==> config.mk <==
export PLATFORM = sky130hd
export DESIGN_NAME = misr_core
export DESIGN_NICKNAME = d
export VERILOG_FILES = /design/src/rtl/misr_core.sv
export SDC_FILE = /design/constraint.sdc
export NUM_CORES = 1
export LEC_CHECK = 0
export CAP_MARGIN = 20
export CORE_AREA = 2 2 39 41
export DETAILED_ROUTE_END_ITERATION = 10
export DIE_AREA = 0 0 41 43
export PLACE_DENSITY = 0.46
export SYNTH_ARGS = -nofsm -noshare
export SYNTH_HDL_FRONTEND = slang
export SYNTH_SLANG_ARGS = --single-unit
==> constraint.sdc <==
create_clock -name clk -period 1.3 [get_ports clk]
set_input_delay 0.26 -clock clk [delete_from_list [all_inputs] [get_ports clk]]
set_output_delay 0.26 -clock clk [all_outputs]
set_load 0.005 [all_outputs]
==> src/rtl/misr_core.sv <==
// Signature register: async reset to SEED, with load, MISR
// step and serial scan shift (load > step > shift).
module misr_core #(
  parameter int              NBIT = 4,
  parameter logic [NBIT-1:0] TAPS = '0,
  parameter logic [NBIT-1:0] SEED = '0
) (
  input  logic            clk,
  input  logic            rst,
  input  logic            load,
  input  logic            step,
  input  logic            shift,
  input  logic [NBIT-1:0] resp,
  input  logic            scan_in,
  output logic [NBIT-1:0] sig
);

  logic fb;

  assign fb = ^(sig & TAPS);

  always_ff @(posedge clk or posedge rst) begin
    if (rst) begin
      sig <= SEED;
    end else if (load) begin
      sig <= SEED;
    end else if (step) begin
      sig <= {sig[NBIT-2:0], fb} ^ resp;
    end else if (shift) begin
      sig <= {sig[NBIT-2:0], scan_in};
    end
  end

endmodule

Yosys cells after proc, flatten, opt, wreduce, memory -nomap -nowiden
Index checks and enable logic that the tools add are counted.
- flip-flop bits (word level): 4
- bits of input ports: 10
- output and inout port bits: 4
- multiplexer cells: 3
- bitwise gates (word level): 1
- reductions and logical operators: 1
- operators by type and width (operator ; count):
    2-to-1 mux 4 bit ; 3
    XOR 4 bit ; 1
    nonzero test 3 bit ; 1

Longest topological paths before layout
- word-level depth: 3
- depth in mapped cells: 4
- mapped depth without buffers: 3

Least setup slack after synthesis
Ideal clock, no wire load.
- path type: input port to flip-flop
- from: input step
- to: register sig[1]
- setup time: 0.127 ns
- data arrival time: 0.699 ns
- slack: 0.474 ns
- stages: 4
- buffers on the path: 1
- cell sequence: buf_6 > and2b_1 > o21ai_1 > a31oi_1
- cells in the longest elaborated chain, start to end: 2
- ends and longest elaborated chain (what ; RTL line ; text):
    start, declared ; 11 ; input logic step,
    2-to-1 mux 4 bit ; 27 ; end else if (step) begin
    2-to-1 mux 4 bit ; 25 ; end else if (load) begin
    end signal, assigned ; 28 ; sig <= {sig[NBIT-2:0], fb} ^ resp;
    end signal, assigned ; 30 ; sig <= {sig[NBIT-2:0], scan_in};
    end, declared ; 15 ; output logic [NBIT-1:0] sig
Several ways; a longest one is shown, not always the timed one.
A chain may end at the register's enable or synchronous reset.

Final worst setup path
- from: register sig[0]
- to: output sig[0]
No word-level cell between the ends.

==> reports/qor.yml <==
status:
  outcome: "complete, no violations"
yosys:
  synth.yosys.warnings: 0
  xor_xnor_portion_of_the_synthesized_cell_area: 0
  synth_top_family_by_area: "simple AND/OR/NAND/NOR gates"
  yosys.cell_types.count: 13
  post_synth_and_or_nand_nor_area_fraction: 0.3384
  synth-seq-cells: 4
  share_of_the_synthesized_area_in_compound_gates_ao_oa_aoi_oai: 0.1566
  post_synthesis_mux_area_share: 0.04040
  seq_area_frac_synth: 0.4040
  mappedNetlistNets: 37
  syn-mean-instance-area_um2: 9.175
  mappedNetlistArea_um2: 247.7
  syn-instance-count: 27
  post_synth_fa_ha_maj_area_fraction: 0
setup_path:
  crit_fanout: 2
  critical_path_class: "reg -> out"
  worst_r2r_path_depth: 4
  worstPathBufferInverterCount: 1
  end_kind: "output port"
  regToRegEndpoint: "sig[0]"
  data_arrival_time_of_the_worst_path_ns: 0.88
  timing.critical_path.slowest_cell_delay_ns: 0.38
  crit_path_start_kind: "flip-flop"
  crit_required_ns: 1.04
  setup.reg_to_reg.worst_slack_ns: 0.33
  critical_path.reg2reg.startpoint: "sig[0]"
  crit_path_top_delay_cell: "sky130_fd_sc_hd__dfrtp_1"
  crit_path_cell_trace: "dlygate4sd2_1"
  critical-path-top-delay-family: "flip-flops"
sta:
  max_clock_freq_mhz: 877.9
  setup_tns_ns: 0
  setup_viol_count_final: 0
  finalCritPeriodShare: 0.8762
  relSlewSlack: 0.7664
  tightest_slew_ns: 0.3498
  timing.clock.skew_ns: 0.003528
  finalWorstPathRequiredPeriod_ns: 1.139
  hold_viol_final: 0
  rsz_0062_raised_after_global_routing: "no"
  report.final.slew_viol_count: 0
global_routing:
  groute.usage.overall: 0.09173
  initial_antenna_violation_count: 0
  grt_max_degree: 11
  overflow: 0
  grt_pass1_wl_um: 1062
  number_of_global_route_vias_before_repair: 254
cells_and_area:
  layout_commonest_cell: "sky130_fd_sc_hd__clkdlybuf4s50_1"
  layout-drive-gt1-share: 0.1556
  layout_common_cells: "8 x sky130_fd_sc_hd__clkdlybuf4s50_1, 4 x sky130_fd_sc_hd__nand2_1, 4 x sky130_fd_sc_hd__dlygate4sd2_1, 4 x sky130_fd_sc_hd__dfrtp_1"
  reg_top3: "sig x4"
  final_net_count: 57
  largest_reg_flops: 4
  synthToLayoutAreaGrowth_pct: 73.23
  finalCoreUtilization: 0.3101
  largest-register: "sig"
  antenna_cells: 0
  fin_area_um2: 429.2
  layout.filler_cells: 150
clocking:
  clkTransAtPathRegs_ns: 0.04
  htreeDepth: 1
  cts_root_buf: "sky130_fd_sc_hd__clkbuf_4"
  tritoncts_num_sinks: 4
  cts.path.max_buffers: 2
  cts_tree: "done"
  cts-buffers-inserted: 3
  holdBufCountCts: 0
  clk-insertion-delay-late_ns: 0.23
placed_design:
  dpl_cell_area_um2: 386.6
  portBuffers: 13
  dp_hpwl_um: 477.4
  place_congestion: 0.6269
worst_hold_path:
  hp-class: "in -> async"
floorplan:
  die_area_mm2: 0.001763
  starting_density_of_the_core: 0.1790
  core_region_area_mm2: 0.001384
  chipHeight_um: 43
  die_w_um: 41
  std_cell_rows: 14
  floorplan.io_pins: 14
routing:
  detail_route.iter0.violations: 5
  wl_um: 601
  drc: 0
  wire_per_inst_um: 9.852
  via_count: 266
  drt-pass1-iter-count: 2
  final_antenna_net_count: 0
  detail_route.vias_per_cell: 4.361
pwr:
  total_leakage_power_nw: 0.2106
  p_per_cell_area_mw_per_mm2: 874.9
  max-vdd-ir-drop_mv: 0.5179
  post_route_total_power_mw: 0.3755
job:
  max_cap_violations: 0
[what timing repair did]
item                       in CTS  in global routing
pin swaps                       0                  0
resized for setup               4                  1
buffers inserted                3                  0
setup endpoints to repair       4                  1
[worst max-delay path by stage]
stage / startpoint / end / slack (ns) / cells past startpoint
finish: sig[0] / sig[0] / 0.16 / 1
global placement: step / sig[2] / -0.11 / 4
detailed placement: step / sig[3] / -0.15 / 4
CTS: step / sig[3] / 0.09 / 4
floorplan: step / sig[1] / 0.47 / 4
global route: sig[1] / sig[1] / 0.13 / 1
[through the flow]
stage / hold slack (ns) / setup slack, ns / cells
floorplan: 0.02608 / 0.4741 / 27
global placement: 0.4566 / -0.1086 / 55
detailed placement: 0.4589 / -0.1493 / 55
CTS: 0.2123 / 0.09336 / 61
global route: 0.2168 / 0.1268 / 61
finish: 0.2123 / 0.1609 / 61
[logic make-up (layout without fill, tap and decap cells)]
logic type	count (synthesis)	in the layout
AOI/OAI and AO/OA	7	7
buffers and inverters	2	20
and+or+nand+nor	13	13
muxes	1	1
DFF	4	4
[cell type report]
type	count	area, um2	share of cell area
Multi-Input combinational cell	21	132.6	0.3090
Inverter	1	3.754	0.008746
Tap cell	16	20.02	0.04665
Timing Repair Buffer	16	150.1	0.3499
Clock buffer	3	22.52	0.05248
Sequential cell	4	100.1	0.2332
[synth_stat cells, drive strengths merged]
cell type  instances  area share
dfrtp              4        0.40
mux2i              1       0.040
nor2               1       0.015
nand2              4       0.061
o21ai              4       0.081
inv                1       0.015
nor2b              2       0.081
buf                1       0.045
and2b              3       0.091
nand3b             3       0.091
a31oi              3       0.076
[layer usage]
layer | routed length, um | part of all wire | global-route usage | vias up
met5 | 0 | 0 | 0 | -
met4 | 0 | 0 | 0.02000 | 0
met3 | 72 | 0.12 | 0.07853 | 0
met2 | 239 | 0.40 | 0.1125 | 14
met1 | 289 | 0.48 | 0.1205 | 122
li1 | - | - | - | 130
[worst reg2reg max path, delay by kind of cell (launching register included)]
family          cells  cell delay (ns)
simple gates        1             0.14
buf+inv             1             0.14
mux                 1             0.11
compound gates      1             0.08
flops               1             0.38
[report_power, final]
part	internal, mW	switching [mW]	leakage, nW
clock	0.103	0.0492	0.0138
combinational	0.0548	0.0308	0.144
sequential	0.133	0.00420	0.0532
total	0.291	0.0843	0.211
No activity file was read; power rests on OpenSTA's default activity.
